**src/rtl/v_trace_buf.sv**
```systemverilog
// -----------------------------------------------------------------------------
// v_trace_buf -- multi-channel event-trace capture buffer.
//
// Samples CH_N event streams, stamps each event with the free-running cycle
// count, holds it in a one-deep per-channel stage, arbitrates the stages
// round-robin into a single FIFO and drains the FIFO through a valid/ready
// port. Every event that cannot be staged is counted in a saturating counter.
//
// Optional feature (compile-time macro V_TRACE_BUF_FILTER_EN):
//   defined   -> adds i_flt_vld / i_flt_id; while i_flt_vld=1 only events
//                whose id equals i_flt_id enter a stage (others are discarded
//                silently, not counted as drops).
//   undefined -> no filter ports, every enabled event is captured.
//
// Ports:
//   clk           in   clock
//   rst           in   synchronous reset, active-low
//   i_en          in   capture enable (0: new events ignored, drain continues)
//   i_ev_vld      in   [CH_N]            per-channel event strobe
//   i_ev_id       in   [CH_N*ID_W]       per-channel product id
//   i_ev_payload  in   [CH_N*PAYLOAD_W]  per-channel payload
//   o_tr_vld_r    out  trace head valid (registered)
//   o_tr_ch       out  head channel index
//   o_tr_id       out  head product id
//   o_tr_payload  out  head payload
//   o_tr_ts       out  head timestamp
//   i_tr_rdy      in   consumer ready
//   o_full_r      out  FIFO full (registered)
//   o_drop_cnt_r  out  saturating lost-event count
//   o_ts_r        out  free-running cycle counter
//   i_flt_vld     in   filter active            (V_TRACE_BUF_FILTER_EN only)
//   i_flt_id      in   [ID_W] id to keep        (V_TRACE_BUF_FILTER_EN only)
// -----------------------------------------------------------------------------
module v_trace_buf #(
    parameter int CH_N      = 3,
    parameter int ID_W      = 8,
    parameter int PAYLOAD_W = 64,
    parameter int DEPTH     = 16,
    parameter int TS_W      = 32,
    parameter int DROP_W    = 16
) (
    input  logic                                      clk,
    input  logic                                      rst,
    input  logic                                      i_en,
    input  logic [CH_N-1:0]                           i_ev_vld,
    input  logic [CH_N*ID_W-1:0]                      i_ev_id,
    input  logic [CH_N*PAYLOAD_W-1:0]                 i_ev_payload,
    output logic                                      o_tr_vld_r,
    output logic [((CH_N > 1) ? $clog2(CH_N) : 1)-1:0] o_tr_ch,
    output logic [ID_W-1:0]                           o_tr_id,
    output logic [PAYLOAD_W-1:0]                      o_tr_payload,
    output logic [TS_W-1:0]                           o_tr_ts,
    input  logic                                      i_tr_rdy,
    output logic                                      o_full_r,
    output logic [DROP_W-1:0]                         o_drop_cnt_r,
`ifdef V_TRACE_BUF_FILTER_EN
    input  logic                                      i_flt_vld,
    input  logic [ID_W-1:0]                           i_flt_id,
`endif
    output logic [TS_W-1:0]                           o_ts_r
);

    localparam int CH_W = (CH_N > 1) ? $clog2(CH_N) : 1;
    localparam int AW   = (DEPTH > 1) ? $clog2(DEPTH) : 1;

    // Free-running timestamp
    logic [TS_W-1:0]      ts_r;

    // Per-channel stage registers
    logic [CH_N-1:0]      stg_vld_r;
    logic [ID_W-1:0]      stg_id_r  [CH_N];
    logic [PAYLOAD_W-1:0] stg_pl_r  [CH_N];
    logic [TS_W-1:0]      stg_ts_r  [CH_N];

    // Arbiter
    logic [CH_W-1:0]      rr_ptr_r;
    logic [CH_W:0]        cand_s;
    logic                 gnt_vld_s;
    logic [CH_W-1:0]      gnt_idx_s;
    logic [CH_N-1:0]      gnt_oh_s;

    // Capture / drop accounting
    logic [CH_N-1:0]      accept_s;
    logic [CH_N-1:0]      drop_s;
    logic [3:0]           drop_sum_s;
    logic [DROP_W+3:0]    drop_ext_s;
    logic [DROP_W-1:0]    drop_nxt_s;
    logic [DROP_W-1:0]    drop_cnt_r;

    // FIFO storage and control
    logic [CH_W-1:0]      mem_ch [DEPTH];
    logic [ID_W-1:0]      mem_id [DEPTH];
    logic [PAYLOAD_W-1:0] mem_pl [DEPTH];
    logic [TS_W-1:0]      mem_ts [DEPTH];
    logic [AW-1:0]        wr_ptr_r;
    logic [AW-1:0]        rd_ptr_r;
    logic [AW:0]          cnt_r;
    logic [AW:0]          cnt_nxt_s;
    logic                 vld_r;
    logic                 full_r;
    logic                 pop_s;
    logic                 can_push_s;

    // A slot frees up either because the FIFO is not full or because the
    // head leaves in the same cycle (push+pop while full keeps the count).
    assign pop_s      = vld_r & i_tr_rdy;
    assign can_push_s = ~full_r | pop_s;
    assign cnt_nxt_s  = cnt_r + (AW+1)'(gnt_vld_s) - (AW+1)'(pop_s);

    // Event acceptance: enable plus optional id filter
    always_comb begin
        accept_s = '0;
        for (int c = 0; c < CH_N; c++) begin
`ifdef V_TRACE_BUF_FILTER_EN
            accept_s[c] = i_ev_vld[c] & i_en &
                          (~i_flt_vld | (i_ev_id[c*ID_W +: ID_W] == i_flt_id));
`else
            accept_s[c] = i_ev_vld[c] & i_en;
`endif
        end
    end

    // Round-robin search over occupied stages starting at rr_ptr_r
    always_comb begin
        gnt_vld_s = 1'b0;
        gnt_idx_s = '0;
        cand_s    = '0;
        for (int i = 0; i < CH_N; i++) begin
            cand_s = {1'b0, rr_ptr_r} + (CH_W+1)'(i);
            if (cand_s >= (CH_W+1)'(CH_N)) begin
                cand_s = cand_s - (CH_W+1)'(CH_N);
            end else begin
                cand_s = cand_s;
            end
            if (!gnt_vld_s && can_push_s && stg_vld_r[cand_s[CH_W-1:0]]) begin
                gnt_vld_s = 1'b1;
                gnt_idx_s = cand_s[CH_W-1:0];
            end else begin
                gnt_idx_s = gnt_idx_s;
            end
        end
    end

    // Grant one-hot and per-channel drop detection; a stage that is granted
    // this cycle may be reloaded without loss.
    always_comb begin
        gnt_oh_s   = '0;
        drop_s     = '0;
        drop_sum_s = 4'd0;
        for (int c = 0; c < CH_N; c++) begin
            gnt_oh_s[c] = gnt_vld_s & (gnt_idx_s == CH_W'(c));
            drop_s[c]   = accept_s[c] & stg_vld_r[c] & ~gnt_oh_s[c];
            drop_sum_s  = drop_sum_s + {3'b000, drop_s[c]};
        end
    end

    // Saturating add of this cycle's drops
    always_comb begin
        drop_ext_s = {4'b0000, drop_cnt_r} + {{DROP_W{1'b0}}, drop_sum_s};
        if (drop_ext_s[DROP_W+3:DROP_W] != 4'b0000) begin
            drop_nxt_s = {DROP_W{1'b1}};
        end else begin
            drop_nxt_s = drop_ext_s[DROP_W-1:0];
        end
    end

    // Timestamp counter, wraps naturally
    always_ff @(posedge clk) begin
        if (!rst) begin
            ts_r <= '0;
        end else begin
            ts_r <= ts_r + TS_W'(1);
        end
    end

    // Stage registers: load on accepted event when free or leaving this cycle
    always_ff @(posedge clk) begin
        if (!rst) begin
            stg_vld_r <= '0;
            for (int c = 0; c < CH_N; c++) begin
                stg_id_r[c] <= '0;
                stg_pl_r[c] <= '0;
                stg_ts_r[c] <= '0;
            end
        end else begin
            for (int c = 0; c < CH_N; c++) begin
                if (accept_s[c] && (!stg_vld_r[c] || gnt_oh_s[c])) begin
                    stg_vld_r[c] <= 1'b1;
                    stg_id_r[c]  <= i_ev_id[c*ID_W +: ID_W];
                    stg_pl_r[c]  <= i_ev_payload[c*PAYLOAD_W +: PAYLOAD_W];
                    stg_ts_r[c]  <= ts_r;
                end else if (gnt_oh_s[c]) begin
                    stg_vld_r[c] <= 1'b0;
                end
            end
        end
    end

    // Round-robin pointer advances past the granted channel
    always_ff @(posedge clk) begin
        if (!rst) begin
            rr_ptr_r <= '0;
        end else if (gnt_vld_s) begin
            if (gnt_idx_s == CH_W'(CH_N - 1)) begin
                rr_ptr_r <= '0;
            end else begin
                rr_ptr_r <= gnt_idx_s + CH_W'(1);
            end
        end
    end

    // FIFO storage and pointers; storage is cleared so the head is never X
    always_ff @(posedge clk) begin
        if (!rst) begin
            wr_ptr_r <= '0;
            rd_ptr_r <= '0;
            cnt_r    <= '0;
            for (int i = 0; i < DEPTH; i++) begin
                mem_ch[i] <= '0;
                mem_id[i] <= '0;
                mem_pl[i] <= '0;
                mem_ts[i] <= '0;
            end
        end else begin
            if (gnt_vld_s) begin
                mem_ch[wr_ptr_r] <= gnt_idx_s;
                mem_id[wr_ptr_r] <= stg_id_r[gnt_idx_s];
                mem_pl[wr_ptr_r] <= stg_pl_r[gnt_idx_s];
                mem_ts[wr_ptr_r] <= stg_ts_r[gnt_idx_s];
                wr_ptr_r         <= wr_ptr_r + AW'(1);
            end
            if (pop_s) begin
                rd_ptr_r <= rd_ptr_r + AW'(1);
            end
            cnt_r <= cnt_nxt_s;
        end
    end

    // Registered status flags and drop counter
    always_ff @(posedge clk) begin
        if (!rst) begin
            vld_r      <= 1'b0;
            full_r     <= 1'b0;
            drop_cnt_r <= '0;
        end else begin
            vld_r      <= (cnt_nxt_s != '0);
            full_r     <= (cnt_nxt_s == (AW+1)'(DEPTH));
            drop_cnt_r <= drop_nxt_s;
        end
    end

    assign o_tr_vld_r   = vld_r;
    assign o_full_r     = full_r;
    assign o_drop_cnt_r = drop_cnt_r;
    assign o_ts_r       = ts_r;
    assign o_tr_ch      = mem_ch[rd_ptr_r];
    assign o_tr_id      = mem_id[rd_ptr_r];
    assign o_tr_payload = mem_pl[rd_ptr_r];
    assign o_tr_ts      = mem_ts[rd_ptr_r];

endmodule

```
**config.mk**
```make
export PLATFORM = sky130hd
export DESIGN_NAME = v_trace_buf
export DESIGN_NICKNAME = d
export VERILOG_FILES = /design/src/rtl/v_trace_buf.sv
export SDC_FILE = /design/constraint.sdc
export NUM_CORES = 2
export LEC_CHECK = 0
export BUFFER_PORTS_ARGS = -buffer_cell sky130_fd_sc_hd__buf_2
export CORE_MARGIN = 2
export CORE_UTILIZATION = 28
export CTS_CLUSTER_SIZE = 8
export DETAILED_ROUTE_END_ITERATION = 8
export GPL_ROUTABILITY_DRIVEN = 0
export SETUP_SLACK_MARGIN = 0.02
export SLEW_MARGIN = 15
export SYNTH_ARGS = -nofsm -noshare
export SYNTH_HDL_FRONTEND = slang
export SYNTH_SLANG_ARGS = --single-unit
```
**constraint.sdc**
```tcl
create_clock -name clk -period 10.8 [get_ports clk]
set_input_delay 1.08 -clock clk [delete_from_list [all_inputs] [get_ports clk]]
set_output_delay 1.08 -clock clk [all_outputs]
set_load 0.005 [all_outputs]
```
======== Word level (Yosys, flattened, before mapping) ========
Memory sizes are Yosys's and may differ from the RTL's. A register that Yosys moved wholly into a read port is not among the register bits.
Cells that the tools add are included.
Widths: inputs -> output; s select.
cells by class
  add/sub/neg operators ................... 14
  bitwise gates (word level) .............. 27
  magnitude comparators ................... 6
  reduce and logical (&&, ||, !) cells .... 26
  equality and inequality tests ........... 3
  multiplexer cells ....................... 65
operators by type and width
  kind                   number
  $mux 64                4
  $mux 32                4
  $reduce_or 64->1       1
  $mux 4                 12
  $add 32x1->32 const B  1
  $mux 8                 4
  $reduce_or 32->1       1
  $mux 1                 29
  $add 16x3->17          1
  $mux 16                1
  $mux 2                 8
  $and 1x1->1            13
  $or 1x1->1             10
  $lt 2x3->1 const B     3
  $add 4x1->4 const B    2
  $logic_and 1x1->1      8
  $reduce_or 8->1        1
  $bmux 1 s2             3
  $ge 3x2->1 const B     2
  $reduce_bool 2->1      3
  $sub 2x2->2 const B    3
  $add 5x1->5            1
  $eq 5x5->1 const B     1
  $logic_not 1->1        5
  15 further kinds       20
word-level totals
  RAM bits ................................ 2008
  memories ................................ 7
  register bits ........................... 68
  word-level logic and storage cells ...... 159
  input port bits ......................... 223
  output and inout bits ................... 156
memories
  memory       depth  width  rd ports  clocked after memory_dff  write ports  RTL line  RTL
  mem_pl       16     64     1         1                         16           93        logic [PAYLOAD_W-1:0] mem_pl [DEPTH];
  mem_ts       16     32     1         1                         16           94        logic [TS_W-1:0] mem_ts [DEPTH];
  stg_pl_r     3      64     1         0                         3            72        logic [PAYLOAD_W-1:0] stg_pl_r [CH_N];
  mem_id       16     8      1         1                         16           92        logic [ID_W-1:0] mem_id [DEPTH];
  stg_ts_r     3      32     1         0                         3            73        logic [TS_W-1:0] stg_ts_r [CH_N];
  mem_ch       16     2      1         1                         16           91        logic [CH_W-1:0] mem_ch [DEPTH];
  +1 memories  n/a    n/a    n/a       n/a                       n/a          n/a

======== Depth between registers and ports, before layout ========
  depth after elaboration ................. 23
  gate-level depth with buffers ........... 20

======== Worst setup path before layout ========
OpenSTA, ideal clock, no wires.
  path kind ............................... in2reg
  start point ............................. input i_tr_rdy
  end point ............................... memory stg_id_r[2][0], enable pin
  data required time ...................... 10090 ps
  path slack .............................. 506 ps
  data arrival time ....................... 9584 ps
  stages .................................. 8
  setup time .............................. 710 ps
  buffers on the path ..................... 3
  cells stage by stage .................... a21boi_1 > buf_2 > nor2b_1 > o2111ai_4 > buf_4 > clkbuf_1 > and4_1 > o21ai_0
RTL lines
  item                RTL line  RTL
  start: declaration  53        input logic i_tr_rdy,
  end: declaration    71        logic [ID_W-1:0] stg_id_r [CH_N];

==> results.json <==
{
  "hold_depth": 2,
  "cts_sinks": 2080,
  "grt_max_degree": 154,
  "finalCritPeriodShare": 0.535,
  "grt_overflow": 0,
  "hpwl_mm": 157,
  "reg2reg_depth": 11,
  "clock.fmax_mhz": 173,
  "finalSetupViolCount": 0,
  "die_h_um": 575,
  "synthCells": 6004,
  "slowest_delay_ns": 0.92,
  "placement.io_buffers": 378,
  "final_common_cell": "edfxtp_1",
  "holdBufCountCts": 0,
  "syn_avg_cell_area_um2": 15.2,
  "final_util": 0.326,
  "crit_required_ns": 9.72,
  "critical-path-top-delay-family": "buffers and inverters",
  "hp-start": "rd_ptr_r[1]",
  "core_um2": 325000,
  "cpMostUsedCell": "mux4_2",
  "startpoint_type": "flip-flop",
  "period_needed_ns": 5.78,
  "worstPathArrival_ns": 4.70,
  "power_density_nw_per_um2": 228,
  "vias": 55000,
  "tightestPinTransition_ns": 1.75,
  "antenna_found_initial": 26,
  "drc_errors": 2,
  "synth_cell_type_count": 59,
  "path_buf_inv": 3,
  "grt_usage": 0.176,
  "start_util": 0.282,
  "routedWlPerCell_um": 27.9,
  "slew_viol_final": 71,
  "num_rows": 209,
  "place_area_um2": 97500,
  "cts_resized": 0,
  "final_cell_mix": "2008 x edfxtp_1, 1697 x nor2_1, 530 x mux4_2",
  "drtPass1Iterations": 7,
  "drive_gt1_frac": 0.246,
  "design.die.area_um2": 331000,
  "cellLeakagePower_nw": 35.4,
  "crit_fanout": 106,
  "status": "finished, violations left",
  "synth_edf_count": 2008,
  "grt_pass1_wl_mm": 421,
  "tns_ns": 0,
  "dp_cells": 10300,
  "cts_made_buffers": 302,
  "crit_cells": 5,
  "h-tree-depth": 5,
  "synth-async-reset-ratio": 0,
  "vdd_drop_max_v": 0.000174,
  "finalWirelength_mm": 297,
  "antenna_left": 0,
  "fin_nets": 6480,
  "cts_tree": "built",
  "rsz0062_at_grt": "no",
  "min_path_type": "reg2reg",
  "regToRegStartpoint": "rr_ptr_r[0]",
  "syn_area_um2": 91400,
  "hold_viol": 0,
  "stdcell_area_um2": 106000,
  "insertion_delay_ns": 0.86,
  "ys_seq_elements": 2080,
  "cap_violations": 0,
  "viasPerCell": 5.16,
  "clockBufferDepth": 4,
  "timing.slew.headroom": -0.167,
  "power_mw": 24.1,
  "postCtsSetupRepairBufs": 0,
  "synthFlopType": "edfxtp_1",
  "clkTransAtPathRegs_ns": 0.05,
  "cp_cell_sequence": "buf_12 -> buf_4 -> mux4_2 -> mux4_2 -> buf_2",
  "io_pins": 379,
  "violations": "design-rule violations, max-slew violations",
  "syn_nets": 6246,
  "slowest_stage": "buf_4",
  "cts-root-buf": "clkbuf_16",
  "crit_type": "reg2out",
  "area_growth_pct": 15.8,
  "final_cells": 10700,
  "synth.yosys.seq_area_share": 0.676,
  "ys_warn_count": 0,
  "drt_iter0_drc": 6575,
  "crit_path_end_kind": "primary output",
  "finClkSkew_ns": 0.0537,
  "first_global_vias": 56900,
  "die_w_um": 575,
  "ff2ff_setup_slack_ns": 5.70
}
cell type report:
cell class | count | area, µm²
Fill cell | 31100 | 219000
Sequential cell | 2080 | 61800
Clock inverter | 18 | 231
Clock buffer | 345 | 7870
Tap cell | 4325 | 5410
Multi-Input combinational cell | 3124 | 26400
Antenna cell | 33 | 82.6
Inverter | 230 | 863
Timing Repair Buffer | 500 | 3210
cells by family (layout without fill, tap and decap cells):
kind of cell / Yosys count / after routing / share of synthesized area
AND/OR/NAND/NOR: 1902 / 1902 / 0.0825
adder cells (fa/ha/maj): 19 / 19 / 0.00285
buffers and inverters: 800 / 1093 / 0.0394
other: 0 / 33 / 0
XOR/XNOR: 44 / 44 / 0.00422
multiplexers: 533 / 533 / 0.131
AO/OA/AOI/OAI: 626 / 626 / 0.0643
flip-flops: 2080 / 2080 / 0.676
final timing paths:
| path | to |
|---|---|
| max | o_tr_payload[9] |
| min | flip-flop |
| max reg2reg | mem_ts[8][10] |
| min reg2reg | flip-flop |
worst reg2reg max path: cells and delay by family, from the launching register on:
| family | cells | cell delay [ns] |
|---|---|---|
| compound gates | 2 | 0.55 |
| fa+ha+maj | 1 | 0.41 |
| buf+inv | 4 | 2.21 |
| flops | 1 | 0.35 |
| simple gates | 4 | 1.33 |
per-stage QoR:
step | hold WS, ns | setup WS (ns)
2_1_floorplan | 0.459 | 0.506
3_3_place_gp | 0.526 | 5.42
3_5_place_dp | 0.527 | 5.47
4_1_cts | 0.513 | 4.87
5_1_grt | 0.560 | 4.74
6_report | 0.536 | 5.02
synth_stat cells, types with 24 or more instances:
library cell  count  area, µm²
nand2_1          50        188
inv_1           229        860
a21oi_1          34        170
clkbuf_1        325       1220
dfxtp_1          72       1440
buf_4            47        353
buf_2           104        521
mux4_2          530      11900
buf_6            36        405
nor2_1         1697       6370
a21boi_0         26        195
a31oi_1         106        663
buf_1            56        210
a311oi_2         51        766
edfxtp_1       2008      60300
a21boi_1        221       1660
a311oi_4         53       1390
nor2_2           46        288
a211oi_1        105        788
xor2_1           24        210
layer usage:
| layer | share of wire | GRT usage |
|---|---|---|
| met1 | 0.39 | 0.231 |
| met2 | 0.48 | 0.289 |
| met3 | 0.094 | 0.0333 |
| met4 | 0.037 | 0.0694 |
| met5 | 0.00011 | 0 |
where the power goes:
part	switching [mW]	leakage [nW]	internal [mW]
combinational	3.90	10.0	1.94
clock	3.35	3.96	5.07
sequential	0.241	21.4	9.59
total	7.49	35.4	16.6
sequential cells by signal, indices dropped and copies added (netlist names), 4 cells and up, named ones only:
register and flops:
rd_ptr_r 4, mem_ch 32, mem_ts 512, stg_ts_r 96, o_ts_r 32, mem_id 128, stg_pl_r 192, cnt_r 5
wr_ptr_r 4, stg_id_r 24, mem_pl 1024, o_drop_cnt_r 16
Power figures use the tool's default switching activity.
